### src/rtl/sd_sinc_filter_if.sv
// Bitstream, configuration and read-handshake bundle between the input control
// unit / register stage (master) and the sinc decimation filter (slave).
interface sd_sinc_filter_if #(
    parameter int ACC_W = 25
);
    logic             sd_dsd_in;
    logic             sd_clk_in;
    logic             reg_en;
    logic [1:0]       reg_ftype;
    logic [7:0]       reg_osr;
    logic             rd_ack;
    logic [ACC_W-1:0] data_out;
    logic             data_ready;
    logic             data_pend;
    logic             data_ovr;

    modport master (
        output sd_dsd_in, sd_clk_in, reg_en, reg_ftype, reg_osr, rd_ack,
        input  data_out, data_ready, data_pend, data_ovr
    );

    modport slave (
        input  sd_dsd_in, sd_clk_in, reg_en, reg_ftype, reg_osr, rd_ack,
        output data_out, data_ready, data_pend, data_ovr
    );
endinterface

### src/rtl/sd_sinc_filter.sv
// Decimating sinc1/2/3 (CIC) filter: bit strobe detect, three integrators, decimation
// counter, comb cascade with start-up settling, and a pending/overrun read handshake.
module sd_sinc_filter #(
    parameter int ACC_W = 25
) (
    input logic             SYSCLK,
    input logic             SYSRST,
    sd_sinc_filter_if.slave bus
);
    typedef logic [ACC_W-1:0] acc_t;

    logic       clk_prev_q, clk_prev_d;
    logic [1:0] ftype_q, ftype_d;
    logic [7:0] osr_q, osr_d;
    logic [7:0] dec_cnt_q, dec_cnt_d;
    logic       dec_evt_q, dec_evt_d;
    logic [1:0] settle_q, settle_d;
    acc_t       integ1_q, integ1_d, integ2_q, integ2_d, integ3_q, integ3_d;
    acc_t       dly1_q, dly1_d, dly2_q, dly2_d, dly3_q, dly3_d;
    acc_t       data_out_q, data_out_d;
    logic       data_ready_q, data_ready_d;
    logic       data_pend_q, data_pend_d;
    logic       data_ovr_q, data_ovr_d;

    logic       strobe_s, restart_s;
    logic [1:0] settle_max_s;
    acc_t       bit_s, comb_in_s, diff1_s, diff2_s, diff3_s, result_s;

    // Strobe/restart detection and order-dependent tap of the integrator/comb chain.
    always_comb begin
        strobe_s  = bus.sd_clk_in & ~clk_prev_q & bus.reg_en;
        restart_s = ~bus.reg_en | (bus.reg_ftype != ftype_q) | (bus.reg_osr != osr_q);
        bit_s     = {{(ACC_W-1){1'b0}}, bus.sd_dsd_in};
        case (ftype_q)
            2'b00:   begin settle_max_s = 2'd0; comb_in_s = integ1_q; end
            2'b01:   begin settle_max_s = 2'd1; comb_in_s = integ2_q; end
            default: begin settle_max_s = 2'd2; comb_in_s = integ3_q; end
        endcase
        diff1_s = comb_in_s - dly1_q;
        diff2_s = diff1_s - dly2_q;
        diff3_s = diff2_s - dly3_q;
        case (ftype_q)
            2'b00:   result_s = diff1_s;
            2'b01:   result_s = diff2_s;
            default: result_s = diff3_s;
        endcase
    end

    // Filter datapath next state; a restart wipes all history but leaves the last word.
    always_comb begin
        clk_prev_d   = bus.sd_clk_in;
        ftype_d      = bus.reg_ftype;
        osr_d        = bus.reg_osr;
        integ1_d     = integ1_q;
        integ2_d     = integ2_q;
        integ3_d     = integ3_q;
        dec_cnt_d    = dec_cnt_q;
        dec_evt_d    = 1'b0;
        settle_d     = settle_q;
        dly1_d       = dly1_q;
        dly2_d       = dly2_q;
        dly3_d       = dly3_q;
        data_out_d   = data_out_q;
        data_ready_d = 1'b0;
        if (restart_s) begin
            integ1_d  = '0;
            integ2_d  = '0;
            integ3_d  = '0;
            dec_cnt_d = 8'd0;
            settle_d  = 2'd0;
            dly1_d    = '0;
            dly2_d    = '0;
            dly3_d    = '0;
        end else begin
            if (strobe_s) begin
                // Each stage accumulates the freshly updated value of the stage before it.
                integ1_d = integ1_q + bit_s;
                integ2_d = integ2_q + integ1_d;
                integ3_d = integ3_q + integ2_d;
                if (dec_cnt_q == osr_q) begin
                    dec_cnt_d = 8'd0;
                    dec_evt_d = 1'b1;
                end else begin
                    dec_cnt_d = dec_cnt_q + 8'd1;
                end
            end else begin
                dec_evt_d = 1'b0;
            end
            if (dec_evt_q) begin
                dly1_d = comb_in_s;
                dly2_d = diff1_s;
                dly3_d = diff2_s;
                if (settle_q == settle_max_s) begin
                    data_out_d   = result_s;
                    data_ready_d = 1'b1;
                end else begin
                    settle_d = settle_q + 2'd1;
                end
            end else begin
                data_ready_d = 1'b0;
            end
        end
    end

    // Read handshake: a coincident rd_ack cannot cancel a new word but does clear overrun.
    always_comb begin
        if (data_ready_q) begin
            data_pend_d = 1'b1;
        end else if (bus.rd_ack) begin
            data_pend_d = 1'b0;
        end else begin
            data_pend_d = data_pend_q;
        end
        if (bus.rd_ack) begin
            data_ovr_d = 1'b0;
        end else if (data_ready_q & data_pend_q) begin
            data_ovr_d = 1'b1;
        end else begin
            data_ovr_d = data_ovr_q;
        end
    end

    // State registers with synchronous reset.
    always_ff @(posedge SYSCLK) begin
        if (SYSRST) begin
            clk_prev_q   <= 1'b0;
            ftype_q      <= 2'd0;
            osr_q        <= 8'd0;
            dec_cnt_q    <= 8'd0;
            dec_evt_q    <= 1'b0;
            settle_q     <= 2'd0;
            integ1_q     <= '0;
            integ2_q     <= '0;
            integ3_q     <= '0;
            dly1_q       <= '0;
            dly2_q       <= '0;
            dly3_q       <= '0;
            data_out_q   <= '0;
            data_ready_q <= 1'b0;
            data_pend_q  <= 1'b0;
            data_ovr_q   <= 1'b0;
        end else begin
            clk_prev_q   <= clk_prev_d;
            ftype_q      <= ftype_d;
            osr_q        <= osr_d;
            dec_cnt_q    <= dec_cnt_d;
            dec_evt_q    <= dec_evt_d;
            settle_q     <= settle_d;
            integ1_q     <= integ1_d;
            integ2_q     <= integ2_d;
            integ3_q     <= integ3_d;
            dly1_q       <= dly1_d;
            dly2_q       <= dly2_d;
            dly3_q       <= dly3_d;
            data_out_q   <= data_out_d;
            data_ready_q <= data_ready_d;
            data_pend_q  <= data_pend_d;
            data_ovr_q   <= data_ovr_d;
        end
    end

    assign bus.data_out   = data_out_q;
    assign bus.data_ready = data_ready_q;
    assign bus.data_pend  = data_pend_q;
    assign bus.data_ovr   = data_ovr_q;
endmodule

### src/flat_wrapper.sv
// flat-port wrapper written by rule: the top's interface ports become plain ports
module sd_sinc_filter_flat 
#(
    parameter int ACC_W = 25
)
  (SYSCLK, SYSRST, bus_sd_dsd_in, bus_sd_clk_in, bus_reg_en, bus_reg_ftype, bus_reg_osr, bus_rd_ack, bus_data_out, bus_data_ready, bus_data_pend, bus_data_ovr);
  sd_sinc_filter_if #(.ACC_W(ACC_W)) bus_i ();
  input logic SYSCLK;
  input logic SYSRST;
  input wire logic [$bits(bus_i.sd_dsd_in)-1:0] bus_sd_dsd_in;
  input wire logic [$bits(bus_i.sd_clk_in)-1:0] bus_sd_clk_in;
  input wire logic [$bits(bus_i.reg_en)-1:0] bus_reg_en;
  input wire logic [$bits(bus_i.reg_ftype)-1:0] bus_reg_ftype;
  input wire logic [$bits(bus_i.reg_osr)-1:0] bus_reg_osr;
  input wire logic [$bits(bus_i.rd_ack)-1:0] bus_rd_ack;
  output wire logic [$bits(bus_i.data_out)-1:0] bus_data_out;
  output wire logic [$bits(bus_i.data_ready)-1:0] bus_data_ready;
  output wire logic [$bits(bus_i.data_pend)-1:0] bus_data_pend;
  output wire logic [$bits(bus_i.data_ovr)-1:0] bus_data_ovr;
  assign bus_i.sd_dsd_in = bus_sd_dsd_in;
  assign bus_i.sd_clk_in = bus_sd_clk_in;
  assign bus_i.reg_en = bus_reg_en;
  assign bus_i.reg_ftype = bus_reg_ftype;
  assign bus_i.reg_osr = bus_reg_osr;
  assign bus_i.rd_ack = bus_rd_ack;
  assign bus_data_out = bus_i.data_out;
  assign bus_data_ready = bus_i.data_ready;
  assign bus_data_pend = bus_i.data_pend;
  assign bus_data_ovr = bus_i.data_ovr;
  sd_sinc_filter #(.ACC_W(ACC_W)) u_core (.SYSCLK(SYSCLK), .SYSRST(SYSRST), .bus(bus_i));
endmodule
### config.mk
export PLATFORM = sky130hd
export DESIGN_NAME = sd_sinc_filter_flat
export DESIGN_NICKNAME = d
export VERILOG_FILES = /design/src/rtl/sd_sinc_filter_if.sv /design/src/rtl/sd_sinc_filter.sv /design/src/flat_wrapper.sv
export SDC_FILE = /design/constraint.sdc
export NUM_CORES = 1
export LEC_CHECK = 0
export CORE_AREA = 2 2 155 157
export CTS_CLUSTER_DIAMETER = 80
export DETAILED_ROUTE_END_ITERATION = 8
export DIE_AREA = 0 0 157 159
export DONT_BUFFER_PORTS = 1
export PLACE_DENSITY = 0.8
export RECOVER_POWER = 100
export SYNTH_ARGS = -nofsm -noshare
export SYNTH_HDL_FRONTEND = slang
export SYNTH_SLANG_ARGS = --single-unit
### constraint.sdc
create_clock -name SYSCLK -period 7.5 [get_ports SYSCLK]
set_clock_uncertainty 0.1 [all_clocks]
set_input_delay 0.75 -clock SYSCLK [delete_from_list [all_inputs] [get_ports SYSCLK]]
set_output_delay 0.75 -clock SYSCLK [all_outputs]
set_load 0.01 [all_outputs]
# == Yosys cells after proc, flatten, opt, wreduce, memory -nomap -nowiden ==
# Cells that the tools add are included.
# word_totals
out_inout_bits,28
ram_bits,0
input_bits,16
regBits,200
word_cells,56
n_memories,0
latchBits,0
rom_bits,0
# classes
add_sub_neg,8
bitwise_logic,11
order_cmp,0
n_reduce_logical,8
n_eq_ne,5
n_shift,0
div_mod_pow,0
mul,0
muxes,8
# ops
op,n
25-bit case mux with 2 select lines,2
25-bit subtractor,3
25-bit adder,2
25-bit by 1-bit adder with 25-bit output,1
8-bit by 1-bit adder with 8-bit output (second input constant),1
8-bit equality test,1
8-bit two-way mux,1
8-bit inequality test,1
1-bit NOT,6
3-bit OR reduction,2
1-bit two-way mux,4
2-bit case mux with 2 select lines,1
2-bit OR reduction,2
1-bit AND,3
3-bit AND reduction,1
2-bit by 1-bit adder with 2-bit output (second input constant),1
2-bit by 1-bit equality test with 1-bit output (second input constant),1
2-bit equality test,1
2-bit zero test,1
2-bit inequality test,1
1-bit bitwise OR,2
2-bit AND reduction,1
2-bit nonzero test,1

# == Depth between registers and ports, before layout ==
# logic_depth
word_depth,6
ltp_mapped,33
depth_no_buf,31

# == Least setup slack after synthesis ==
# Ideal clock, no wire load.
# synth_path
path_type,register -> register
startpoint,register u_core.ftype_q[0]
endpoint,register u_core.data_out_q[22] (netlist: u_core.bus.data_out[22])
period_less_slack_ps,6558
setup_ps,58
path_buffers,3
path_slack_ps,942
arrival_ps,6400
required_ps,7342
stages_incl_launch_ff,32
cell_sequence,dfxtp_1 > clkbuf_1 > clkbuf_1 > buf_1 > mux2i_1 > o21ai_0 > ha_1 > a21o_1 > or3_1 > o211ai_1 > nand2_1 > a21o_1 > a21oi_1 > xnor2_1 > ha_1 > a21oi_1 > o211ai_1 > nor3_1 > nand2_1 > a21oi_1 > xnor2_1 > ha_1 > a21oi_1 > nand2_1 > a21o_1 > a2111o_1 > a31oi_1 > o21bai_1 > a21oi_1 > xor2_1 > a2111oi_0 > a21o_1
# synth_between
elab_chain_cells,6
elab_cells_between_ends,14
classes_between,add/sub (3); eq/ne (3); mux (3); bitwise (3); reduce/logical (2)
# synth_lines
element,line,source
start: declaration,sd_sinc_filter.sv:13,"logic [1:0] ftype_q, ftype_d;"
start signal: assignment,sd_sinc_filter.sv:144,ftype_q <= ftype_d;
2-bit by 1-bit equality test with 1-bit output / 2-bit zero test (equally long branches),sd_sinc_filter.sv:34,case (ftype_q)
25-bit case mux with 2 select lines *,sd_sinc_filter.sv:34,
named net u_core.comb_in_s[6],sd_sinc_filter.sv:27,"acc_t bit_s, comb_in_s, diff1_s, diff2_s, diff3_s, result_s;"
25-bit subtractor *,sd_sinc_filter.sv:39,diff1_s = comb_in_s - dly1_q;
named net u_core.diff1_s[14],sd_sinc_filter.sv:27,
25-bit subtractor *,sd_sinc_filter.sv:40,diff2_s = diff1_s - dly2_q;
named net u_core.diff2_s[16],sd_sinc_filter.sv:27,
25-bit subtractor *,sd_sinc_filter.sv:41,diff3_s = diff2_s - dly3_q;
25-bit case mux with 2 select lines *,sd_sinc_filter.sv:42,case (ftype_q)
end signal: assignment,sd_sinc_filter.sv:155,data_out_q <= data_out_d;
end: declaration,sd_sinc_filter.sv:20,"acc_t data_out_q, data_out_d;"
# Mark *: on every way through the listed nets, which the timed path passes. The rest lies on a longest branch.
# A chain may end at the register's enable or synchronous reset.

# == Worst setup path in the final report ==
# Ends and elaborated chain as after synthesis.

==> metrics.csv <==
stage;metric;value;unit
sta;hold_viol;0;
finish;drive_above_1_share;0.0388;
yosys;syn_area;0.0145;sq mm
sta;fin_crit_sh;0.886;
detailed_routing;ant_nets;0;
detailed_routing;drt-initial-drc-count;1043;
finish;nFillCells;1964;
yosys;synth_cell_type_count;81;
pwr;internal_power;1.66;mW
placement;dp_hpwl;23.4;mm
run_status;status;finished with violations;
critical_path;crit_top_cell;o21ai_0;
clock_network;hold_buffers;0;
pwr;clkPwrFrac;0.476;
finish;final_nets;1933;
global_routing;grt_pass1_vias;11749;
critical_path;slowest_stage;dfxtp_4;
critical_path;crit_family;compound AO/OA/AOI/OAI gates;
sta;layout_setup_ws;0.857;ns
yosys;seq_area_frac_synth;0.277;
pwr;power_frac_comb;0.025;
detailed_routing;drt_pass1_iterations;7;
pwr;vdd_ir_drop_max;0.139;mV
critical_path;critPathKind;flip-flop to flip-flop;
sta;slew_violations;158;
pwr;p_leak;5.87;nW
yosys;ys.flop_type;dfxtp_1;
yosys;synth.avg_cell_area;7.87;sq um
yosys;async_flop_share;0;
clock_network;root_buffer;clkbuf_16;
run_status;violations;capacitance limit, slew limit;
sta;fin_crit;6.64;ns
clock_network;htreeDepth;4;
detailed_routing;num_vias;12203;
placement;port_buffers;0;
placement;gp_congestion;0.926;
floorplan;core_area;0.0232;sq mm
finish;diodes;0;
hold_path;hp-class;input port to flip-flop;
detailed_routing;drt-total-wl;32.1;mm
clock_network;clock_latency;0.45;ns
floorplan;dieArea;0.0250;sq mm
detailed_routing;vias_per_cell;5.75;
yosys;ys_seq_elements;200;
detailed_routing;avgRoutedWirePerCell;15.1;microns
finish;layout_common_cells;215 x nand2_1, 214 x nor2_1, 197 x dfxtp_1;
clock_network;cts_tree;done;
critical_path;end_kind;flip-flop;
sta;maxSlewHeadroom;-1.18;
critical_path;slowest_delay;0.48;ns
floorplan;rows;56;
global_routing;antenna_found_initial;0;
global_routing;grt_pass1_wl;54.4;mm
sta;tns;0;ns
pwr;seqPwrFrac;0.499;
flow_run;drv_cap;2;
global_routing;grt_max_degree;100;
yosys;syn_nets;1982;
finish;final_common_cell;nand2_1;
pwr;p_sw_frac;0.225;
sta;max_freq;151;MHz
pwr;power_density;140;mW/mm^2
critical_path;timing.critical_path.buf_inv;1;
yosys;synth_edf_count;0;
floorplan;die_width;157;microns
detailed_routing;drc_errors;0;
global_routing;grt_overflow_total;0;
sta;tightest_slew;3.28;ns
floorplan;boundaryPins;44;
finish;area.sequential;0.00401;sq mm
clock_network;cts.sinks;200;
finish;multi_input_area;0.00974;sq mm
clock_network;cts_buffer_depth;2;
critical_path;arrival;6.94;ns
yosys;yosys_warnings;0;
floorplan;die_h;159;microns
yosys;syn_inst;1838;
clock_network;clkTransAtPathRegs;0.08;ns
critical_path;critPathRequiredTime;7.80;ns
floorplan;initial_core_util;0.624;
global_routing;track_usage;0.260;
placement;place_ws;0.885;ns
clock_network;cts_made_buffers;17;
finish;syn_to_final_growth;5.58;%
critical_path;worstSetupStartpointType;flip-flop;
sta;rsz0062_at_grt;no;
pwr;p_switching;0.483;mW
sta;setup_viol;0;
critical_path;path_max_fanout;13;
[worst register-to-register path, delay by kind of cell, from the launching register on]
| family | cells | cell delay [ns] |
|---|---|---|
| xor gates and xnor gates | 3 | 0.62 |
| muxes | 1 | 0.11 |
| and+or+nand+nor | 5 | 0.52 |
| DFF | 1 | 0.48 |
| AOI/OAI and AO/OA | 15 | 3.55 |
| buffers and inverters | 1 | 0.11 |
| adders and majority gates | 3 | 1.12 |
[registers in the layout, indices dropped and copies added, names as in the netlist]
register,cells
u_core.bus.data_out,25
u_core.dly1_q,25
u_core.dly2_q,25
u_core.dly3_q,25
u_core.integ1_q,25
u_core.integ2_q,25
u_core.integ3_q,25
u_core.dec_cnt_q,8
u_core.osr_q,8
u_core.ftype_q,2
u_core.settle_q,2
u_core.bus.data_ovr,1
u_core.bus.data_pend,1
u_core.bus.data_ready,1
u_core.clk_prev_q,1
u_core.dec_evt_q,1
[synthesized netlist by cell type, drive strengths merged, types with 4 or more instances]
cell / n / share of area
a2111oi: 4 / 0.0029
a211o: 4 / 0.0024
a211oi: 18 / 0.010
a21o: 44 / 0.023
a21oi: 160 / 0.056
a221o: 4 / 0.0029
a31oi: 16 / 0.0073
and2: 4 / 0.0017
and3: 15 / 0.0066
and4: 4 / 0.0024
buf: 31 / 0.0099
clkbuf: 45 / 0.012
dfxtp: 200 / 0.28
fa: 5 / 0.0069
ha: 123 / 0.11
inv: 112 / 0.029
mux2i: 112 / 0.077
nand2: 215 / 0.056
nand2b: 12 / 0.0052
nand3: 38 / 0.015
nand3b: 4 / 0.0021
nand4: 16 / 0.0069
nor2: 215 / 0.056
nor2b: 28 / 0.012
nor3: 30 / 0.011
nor4: 4 / 0.0017
o211ai: 14 / 0.0073
o21a: 15 / 0.0078
o21ai: 86 / 0.030
o21bai: 17 / 0.0088
o31ai: 10 / 0.0059
or3: 11 / 0.0048
xnor2: 108 / 0.067
xor2: 67 / 0.041
[what timing repair did]
action / CTS / global route
endpoints found under the setup margin: 0 / 1
resized for setup: 0 / 1
buffers inserted: 0 / 0
endpoints found under the hold margin: 0 / 0
[metrics by stage]
step            util  std cells  hold slack, ns  power, mW  cell area, sq um
3_5_place_dp   0.631       2089           0.372       1.15             14600
4_1_cts        0.659       2121           0.257       2.16             15300
3_3_place_gp   0.631       2089           0.361       1.15             14600
2_1_floorplan      -       1838           0.349       1.14             14500
6_report       0.659       2121           0.265       2.14             15300
5_1_grt        0.659       2121           0.257       2.21             15300
[cell type report]
cell class,instances,share of cell area
tap,319,0.0261
timing repair buffer,8,0.00377
clock inverter,14,0.0140
multi-input combinational,1450,0.637
sequential,200,0.263
inverter,112,0.0275
clock buffer,18,0.0287
[path summary, 6_finish.rpt]
| path | from | endpoint | slack, ns | depth (start not counted) |
|---|---|---|---|---|
| worst max-delay path | u_core.ftype_q[0]$_SDFF_PP0_ | u_core.bus.data_out[22]$_SDFFE_PP0P_ | 0.86 | 28 |
| worst min-delay path | SYSRST | u_core.osr_q[7]$_SDFF_PP0_ | 0.27 | 1 |
| worst max register to register | u_core.ftype_q[0]$_SDFF_PP0_ | u_core.bus.data_out[22]$_SDFFE_PP0P_ | 0.86 | 28 |
| worst min register to register | u_core.integ2_q[22]$_SDFFE_PP0P_ | u_core.integ2_q[22]$_SDFFE_PP0P_ | 0.38 | 2 |
[cell families (layout without fill, tap and decap cells)]
| logic type | count (synthesis) | count (layout) | share of synthesized area |
|---|---|---|---|
| AO/OA/AOI/OAI | 421 | 421 | 0.182 |
| XOR/XNOR | 175 | 175 | 0.108 |
| adder cells (fa/ha/maj) | 128 | 128 | 0.113 |
| buffers and inverters | 188 | 152 | 0.0507 |
| flip-flops | 200 | 200 | 0.277 |
| multiplexers | 115 | 115 | 0.0798 |
| AND/OR/NAND/NOR | 611 | 611 | 0.190 |
[layer usage]
metal  up-vias  part of all wire  GRT usage  wire, microns
met4         0             0.017     0.0817            554
li1       6250                 -          -              -
met3        54             0.036     0.0332           1160
met1      5649              0.48      0.343          15300
met5         -                 0          0              0
met2       250              0.47      0.439          15100
[power by group through the flow]
stage          Combinational (mW)  Sequential [mW]  Clock, mW
6_report                   0.0541             1.07       1.02
5_1_grt                    0.0585             1.07       1.08
4_1_cts                    0.0536             1.07       1.03
3_5_place_dp               0.0534             1.09          0
3_3_place_gp               0.0525             1.09          0
2_1_floorplan              0.0482             1.09          0
Note: power is estimated with default switching activity, not from simulation.
